<file path="config.mk">
export PLATFORM = sky130hd
export DESIGN_NAME = dll_phase_ctrl
export DESIGN_NICKNAME = d
export VERILOG_FILES = /design/src/rtl/dll_phase_ctrl.sv
export SDC_FILE = /design/constraint.sdc
export NUM_CORES = 1
export LEC_CHECK = 0
export ABC_AREA = 1
export CORE_ASPECT_RATIO = 1.5
export CORE_MARGIN = 1.5
export CORE_UTILIZATION = 25
export DETAILED_ROUTE_END_ITERATION = 8
export SLEW_MARGIN = 30
export SYNTH_ARGS = -nofsm -noshare
export SYNTH_HDL_FRONTEND = slang
export SYNTH_SLANG_ARGS = --single-unit
export TNS_END_PERCENT = 10
</file>
<file path="constraint.sdc">
create_clock -name clk_out -period 5.82 [get_ports clk_out]
set_input_delay 0.582 -clock clk_out [delete_from_list [all_inputs] [get_ports clk_out]]
set_output_delay 0.582 -clock clk_out [all_outputs]
set_load 0.03 [all_outputs]
</file>
<file path="src/rtl/dll_phase_ctrl.sv">
// dll_phase_ctrl: phase detector and code stepper for the frequency-multiplying DLL.
// Measures the cycle gap between the divided-feedback boundary (DIV_N falling)
// and the reference strobe, nudges the delay-line code toward alignment and
// raises lock after LOCK_CNT consecutive aligned comparisons.
module dll_phase_ctrl #(
  parameter int CODE_W      = 6,
  parameter int CODE_INIT   = 32,
  parameter int TIMEOUT     = 31,
  parameter int LOCK_TOL    = 1,
  parameter int LOCK_CNT    = 8,
  parameter int COARSE_TH   = 4,
  parameter int COARSE_STEP = 4
) (
  input  logic              clk_out,
  input  logic              rst_n,
  input  logic              en,
  input  logic              DIV_N,
  input  logic              ref_pulse,
  output logic [CODE_W-1:0] ctrl_code,
  output logic              up,
  output logic              dn,
  output logic              lock,
  output logic              timeout_err
);

  localparam int GAP_W = $clog2(TIMEOUT + 1);
  localparam int LC_W  = $clog2(LOCK_CNT + 1);
  localparam logic [GAP_W-1:0]  GAP_TOL  = GAP_W'(LOCK_TOL);
  localparam logic [GAP_W-1:0]  GAP_CTH  = GAP_W'(COARSE_TH);
  localparam logic [GAP_W-1:0]  GAP_LAST = GAP_W'(TIMEOUT - 1);
  localparam logic [LC_W-1:0]   LC_MAX   = LC_W'(LOCK_CNT);
  localparam logic [CODE_W:0]   CODE_MAX = {1'b0, {CODE_W{1'b1}}};

  typedef enum logic [1:0] {IDLE, WAIT_REF, WAIT_DIV} state_e;

  state_e            state_q, state_d;
  logic              div_q;
  logic [GAP_W-1:0]  gap_q, gap_d;
  logic [LC_W-1:0]   lcnt_q, lcnt_d;
  logic [CODE_W-1:0] code_q, code_d;
  logic              up_q, up_d, dn_q, dn_d, lock_q, lock_d, tmo_q, tmo_d;

  logic              div_ev;
  logic              cmp, cmp_up;
  logic [GAP_W-1:0]  cmp_gap;
  logic [CODE_W:0]   step, sum;

  assign div_ev = div_q & ~DIV_N;

  // Pair tracking FSM plus the compare action applied at the closing edge.
  always_comb begin
    state_d = state_q;
    gap_d   = gap_q;
    lcnt_d  = lcnt_q;
    code_d  = code_q;
    lock_d  = lock_q;
    up_d    = 1'b0;
    dn_d    = 1'b0;
    tmo_d   = 1'b0;
    cmp     = 1'b0;
    cmp_up  = 1'b0;
    cmp_gap = '0;
    step    = '0;
    sum     = '0;

    if (!en) begin
      state_d = IDLE;
      gap_d   = '0;
      lcnt_d  = '0;
      lock_d  = 1'b0;
    end else begin
      case (state_q)
        IDLE: begin
          if (div_ev && ref_pulse) begin
            cmp = 1'b1;
          end else if (div_ev) begin
            state_d = WAIT_REF;
            gap_d   = GAP_W'(1);
          end else if (ref_pulse) begin
            state_d = WAIT_DIV;
            gap_d   = GAP_W'(1);
          end
        end
        WAIT_REF, WAIT_DIV: begin
          // Awaited event wins over a repeat of the opening event.
          if ((state_q == WAIT_REF) ? ref_pulse : div_ev) begin
            cmp     = 1'b1;
            cmp_up  = (state_q == WAIT_REF);
            cmp_gap = gap_q;
            state_d = IDLE;
            gap_d   = '0;
          end else if ((state_q == WAIT_REF) ? div_ev : ref_pulse) begin
            gap_d = GAP_W'(1);
          end else if (gap_q >= GAP_LAST) begin
            tmo_d   = 1'b1;
            state_d = IDLE;
            gap_d   = '0;
            lcnt_d  = '0;
            lock_d  = 1'b0;
          end else begin
            gap_d = gap_q + 1'b1;
          end
        end
        default: begin
          state_d = IDLE;
          gap_d   = '0;
        end
      endcase

      if (cmp) begin
        if (cmp_gap <= GAP_TOL) begin
          if (lcnt_q != LC_MAX) lcnt_d = lcnt_q + 1'b1;
          if (lcnt_d == LC_MAX) lock_d = 1'b1;
        end else begin
          lcnt_d = '0;
          lock_d = 1'b0;
          step   = (cmp_gap > GAP_CTH) ? (CODE_W+1)'(COARSE_STEP) : (CODE_W+1)'(1);
          if (cmp_up) begin
            sum    = {1'b0, code_q} + step;
            code_d = (sum > CODE_MAX) ? CODE_MAX[CODE_W-1:0] : sum[CODE_W-1:0];
            up_d   = (code_d != code_q);
          end else begin
            code_d = ({1'b0, code_q} < step) ? '0 : code_q - step[CODE_W-1:0];
            dn_d   = (code_d != code_q);
          end
        end
      end
    end
  end

  // State and output registers; DIV_N history keeps tracking while disabled so
  // an edge in the re-enable cycle is seen correctly.
  always_ff @(posedge clk_out or negedge rst_n) begin
    if (!rst_n) begin
      state_q <= IDLE;
      div_q   <= 1'b1;
      gap_q   <= '0;
      lcnt_q  <= '0;
      code_q  <= CODE_W'(CODE_INIT);
      up_q    <= 1'b0;
      dn_q    <= 1'b0;
      lock_q  <= 1'b0;
      tmo_q   <= 1'b0;
    end else begin
      state_q <= state_d;
      div_q   <= DIV_N;
      gap_q   <= gap_d;
      lcnt_q  <= lcnt_d;
      code_q  <= code_d;
      up_q    <= up_d;
      dn_q    <= dn_d;
      lock_q  <= lock_d;
      tmo_q   <= tmo_d;
    end
  end

  assign ctrl_code   = code_q;
  assign up          = up_q;
  assign dn          = dn_q;
  assign lock        = lock_q;
  assign timeout_err = tmo_q;

endmodule

</file>
# Word level (Yosys, flattened, before mapping)
# Index checks and enable logic that the tools add are counted.
[word_totals]
regBits = 22
latch_bits = 0
ram_bits = 0
rom_bits = 0
in_bits = 5
out_inout_bits = 10
elab_cells = 101
mem_count = 0
[classes]
add_sub_neg = 4
multipliers = 0
div_mod_pow = 0
n_lt_le_gt_ge = 5
eq_ne = 10
shift = 0
mux = 64
bitwise_logic = 3
n_reduce_logical = 6
[op_table]
columns = ["cell", "n"]
rows = [
  ["two-way mux 5 bit", 10],
  ["two-way mux 4 bit", 11],
  ["two-way mux 1 bit", 29],
  ["two-way mux 6 bit", 3],
  ["inequality test 4 bit, second input constant", 4],
  ["two-way mux 2 bit", 7],
  ["inequality test 6 bit", 2],
  ["case mux 5 bit (2 select lines)", 1],
  ["adder 6 x 3 -> 7 bit", 1],
  ["greater-than comparator 7 x 6 -> 1 bit, second input constant", 1],
  ["< comparator 6 x 3 -> 1 bit", 1],
  ["subtractor 6 x 3 -> 6 bit", 1],
  ["adder 5 x 1 -> 5 bit, second input constant", 1],
  [">= comparator 5 bit, second input constant", 1],
  ["greater-than comparator 5 x 3 -> 1 bit, second input constant", 1],
  ["<= comparator 5 x 1 -> 1 bit, second input constant", 1],
  ["adder 4 x 1 -> 4 bit, second input constant", 1],
  ["equality test 4 bit, second input constant", 1],
  ["case mux 2 bit (2 select lines)", 1],
  ["AND reduction 4 bit", 1],
  ["two-way mux 3 bit", 1],
  ["inequality test 3 bit, second input constant", 1],
  ["AND reduction 3 bit", 1],
  ["equality test 2 x 1 -> 1 bit, second input constant", 1],
  ["8 further kinds", 9],
]

# Longest topological paths before layout
[logic_depth]
word_depth = 16
ltp_mapped = 16
mapped_depth_nobuf = 16

# Least setup slack after synthesis
# No wires, ideal clock.
[synth_path]
kind = "input -> register"
from = "input DIV_N"
to = "register code_q[1] (netlist: ctrl_code[1])"
setup_time_ns = 0.129
arrival_time_ns = 2.185
required_time_ns = 5.691
slack_ns = 3.506
cell_stages = 15
n_path_buf = 0
path_cell_list = "inv_2 > nand2_1 > nand2_1 > nand3_1 > inv_2 > o21ai_1 > ha_1 > inv_2 > nand2_1 > nand2_1 > nand3_2 > inv_1 > or2_0 > a22oi_1 > o31ai_1"
[synth_between]
elab_chain_len = 12
elab_cells_between_ends = 26
classes_between = "add/sub: 2; order compare: 4; mux: 15; bitwise: 3; reduce/logical: 2"
[synth_rtl]
columns = ["element", "line_no", "rtl"]
rows = [
  ["start, declared", "17", "input logic DIV_N,"],
  ["inverter 1 bit (*)", "48", "assign div_ev = div_q & ~DIV_N;"],
  ["bitwise AND 1 bit (*)", "48", ""],
  ["two-way mux 1 bit", "86", "if ((state_q == WAIT_REF) ? ref_pulse : div_ev) begin"],
  ["two-way mux 5 bit", "86", ""],
  ["two-way mux 5 bit", "72", "case (state_q)"],
  ["two-way mux 5 bit", "66", "if (!en) begin"],
  ["greater-than comparator 5 x 3 -> 1 bit", "117", "step = (cmp_gap > GAP_CTH) ? (CODE_W+1)'(COARSE_STEP) : (CODE_W+1)'(1);"],
  ["two-way mux 3 bit", "117", ""],
  ["adder 6 x 3 -> 7 bit", "119", "sum = {1'b0, code_q} + step;"],
  ["greater-than comparator 7 x 6 -> 1 bit", "120", "code_d = (sum > CODE_MAX) ? CODE_MAX[CODE_W-1:0] : sum[CODE_W-1:0];"],
  ["two-way mux 6 bit", "120", ""],
  ["two-way mux 6 bit", "118", "if (cmp_up) begin"],
  ["end signal, assigned", "139", "code_q <= CODE_W'(CODE_INIT);"],
  ["end signal, assigned", "149", "code_q <= code_d;"],
  ["end, declared", "40", "logic [CODE_W-1:0] code_q, code_d;"],
]
# Every way passes the cells marked *; elsewhere a longest branch is shown, timed or not. The select of a mux whose other input is x is not followed.
# A chain may end at the register's enable or synchronous reset.

# Final worst setup path
[layout_path]
from = "input ref_pulse"
to = "register code_q[1] (netlist: ctrl_code[1])"
[layout_between]
elab_chain_len = 10
elab_cells_between_ends = 24
classes_between = "add/sub: 2; order compare: 4; mux: 15; bitwise: 1; reduce/logical: 2"
[layout_rtl]
columns = ["element", "line_no", "rtl"]
rows = [
  ["start, declared", "18", "input logic ref_pulse,"],
  ["two-way mux 1 bit", "86", ""],
  ["two-way mux 5 bit", "86", ""],
  ["two-way mux 5 bit", "72", ""],
  ["two-way mux 5 bit", "66", ""],
  ["greater-than comparator 5 x 3 -> 1 bit", "117", ""],
  ["two-way mux 3 bit", "117", ""],
  ["adder 6 x 3 -> 7 bit", "119", ""],
  ["greater-than comparator 7 x 6 -> 1 bit", "120", ""],
  ["two-way mux 6 bit", "120", ""],
  ["two-way mux 6 bit", "118", ""],
]
# Parallel ways exist; a longest one is shown, timed or not. The select of a mux whose other input is x is not followed.

==> metrics.md <==
| Metric | Value |
|---|---|
| Status | `finished, final reports clean` |
| GR Util All Layers | `11.56%` |
| Fin crit share | `49.72%` |
| CTS Buffer Depth | `2` |
| Final ANT Viol Nets | `0` |
| Synthesized area | `1732 um2` |
| First-pass GRT wire length | `6.989 mm` |
| Port Buf Inserts | `14` |
| R2r setup slk | `3.12 ns` |
| RSZ-0062 raised after global routing | `false` |
| Die ar. | `7445 um2` |
| I/O pin cnt | `15` |
| Die H | `104.9 um` |
| Clk pwr share | `19.8%` |
| Vias in the first global route | `1,646` |
| Via Count | `1,533` |
| Final setup vio count | `0` |
| Root Driver | `clkbuf_8` |
| CP Capture Type | `register` |
| Async SR Flop Fraction | `100.0%` |
| Most common cell after layout, fill and taps aside | `nand2_1` |
| Avg Inst Size Synth | `7.662 um2` |
| Final Skew | `0.004578 ns` |
| Cell Int Power | `331.2 uW` |
| Hold Crit Start | `lock` |
| # clock sinks | `22` |
| Worst min path class | `reg2reg` |
| Req. time, crit path | `5.96 ns` |
| CP endpoint | `ctrl_code[1]` |
| Drt drc | `0` |
| Clock Latency Late Sink | `0.26 ns` |
| Worst setup path class | `in2reg` |
| Data arrival, critical path | `3.03 ns` |
| Post-synth EDFFs | `0` |
| Setup Fix Bufs, Post-CTS | `0` |
| Count of cell types in the netlist | `37` |
| Final GP Congestion | `0.8923` |
| Worst reg2reg path depth | `16` |
| Actual slew at the worst max-slew pin | `0.4391 ns` |
| Flop pwr share | `35.2%` |
| CTS resizes | `0` |
| Synth Flop Type | `dfrtp_1` |
| NetSw | `243.3 uW` |
| Leakage power | `0.0009643 uW` |
| Maximum capacitance violations | `0` |
| Largest area contributor in the netlist | `dfrtp_1` |
| Routed WL per cell | `11.98 um` |
| Initial Util | `25.62%` |
| Initial detailed-routing violation count | `40` |
| Fin nets | `264` |
| Most frequent cells in the layout | `nand2_1, inv_1, dfrtp_1` |
| Crit path launch type | `input pin` |
| Setup TNS | `0 ns` |
| RR Startpoint | `state_q[1]` |
| Max-slew violations | `0` |
| Share of cells above drive strength 1 | `15.10%` |
| TritonCTS clock tree | `built` |
| Mapped Nets | `244` |
| CTS buffer count | `3` |
| Sequential fraction of the synthesis area | `31.94%` |
| Max VDD drop | `0.08016 mV` |
| Core box area | `6759 um2` |
| Power per cell area | `282.8 nW/um2` |
| GRT overflow | `0` |
| Reg2reg end | `ctrl_code[1]` |
| Gate Count Post-Synth | `226` |
| Hold buffer count at CTS | `0` |
| Synth area leaders | `dfrtp_1, ha_1, nand2_1, inv_1, nand3_1` |
| H-tree lvl count | `1` |
| Synth top area share | `28.90%` |
| Hpwl dp | `3.201 mm` |
| Number of synthesized register bits | `22` |
| Die width | `70.96 um` |
| Final hold vios | `0` |
| Ys Warns | `0` |
| FMAX | `345.6 MHz` |
| DR pass1 iterations | `4` |
| Gate power share | `45.0%` |
| Net Sw Frac | `42.35%` |
| Synthesis-to-layout area growth | `17.34%` |
| Largest net degree at the start of global routing | `23` |
| Post-layout min period | `2.894 ns` |
| Critical Path Start | `ref_pulse` |
| Total wire length | `3.870 mm` |
| Antenna Cells | `0` |
| Site Rows | `37` |
| CP max FO | `6` |
| Vias/cell | `4.746` |
| Initial antenna violation count | `0` |
| Layout Utilization | `30.06%` |
| Relative slew slack | `70.53%` |
| CTS clk-pin slew, worst paths | `0.08 ns` |
-- per-stage QoR --
stage	cell area, um2	total power [uW]	hold slack [ns]	instances	setup slack, ns
after floorplan	1732	402.1	0.2864	226	3.506
after global placement	1977	466.1	0.5357	319	2.619
after detailed placement	1977	465.7	0.5372	319	2.637
after CTS	2032	580.9	0.5529	323	2.904
after global routing	2032	624.6	0.5829	323	2.650
final	2032	574.5	0.5477	323	2.926
-- how the worst min path moves through the flow --
stage,end,depth (start not counted)
after floorplan,ctrl_code[0],0
after global placement,lock,2
after detailed placement,lock,2
after CTS,lock,2
after global routing,lock,2
final,lock,2
-- synthesized netlist by cell type (all sizes together), types with 3 or more instances --
cell type	n
a22oi	3
ha	13
nor3	3
xnor2	3
nor2	19
o21ai	15
o32ai	3
a21oi	18
nand2	42
inv	43
xor2	6
nand3	22
dfrtp	20
-- kinds of logic (layout without fill, tap and decap cells) --
logic type | count (synthesis) | in the layout | synth area share (%)
simple gates | 93 | 93 | 28.32
compound gates | 45 | 45 | 16.26
buf+inv | 44 | 63 | 9.537
flops | 22 | 22 | 31.94
fa+ha+maj | 13 | 13 | 9.393
xor+xnor | 9 | 9 | 4.552
-- layer usage --
metal	up-vias	wire length [um]	global-route usage [%]
met5	-	0	0
met4	0	161	6.065
met3	12	63	1.254
met2	20	2128	22.43
met1	723	1518	11.59
li1	778	-	-
-- critical path, cell delays in order --
cell	delay, ns
clkdlybuf4s50_1	0.58
inv_2	0.06
nand2_1	0.06
nand3_1	0.12
inv_2	0.11
o21ai_1	0.18
ha_1	0.28
ha_1	0.21
nand2_1	0.07
nand2_1	0.11
nand3_2	0.14
inv_1	0.06
or2_0	0.19
a22oi_1	0.17
o31ai_1	0.11
-- power by group through the flow --
stage / Combinational, uW / Sequential (uW) / Clock, uW
global route: 296 / 207 / 122
detailed placement: 260 / 205 / 0
CTS: 262 / 202 / 117
global placement: 261 / 205 / 0
floorplan: 196 / 206 / 0
finish: 259 / 202 / 114
-- area by class of cell --
type | instances | area [um2]
clock buffer | 4 | 55.05
timing repair buffer | 15 | 147.6
inverter | 44 | 165.2
tap | 78 | 97.59
multi-input combinational | 160 | 1013
sequential | 22 | 553.0
fill | 719 | 4727
-- sequential cells by signal (all words and copies together) (netlist names) --
register	count
dn	1
gap_q	5
ctrl_code	6
timeout_err	1
lock	1
div_q	1
state_q	2
up	1
lcnt_q	4
No activity file was read; power rests on OpenSTA's default activity.
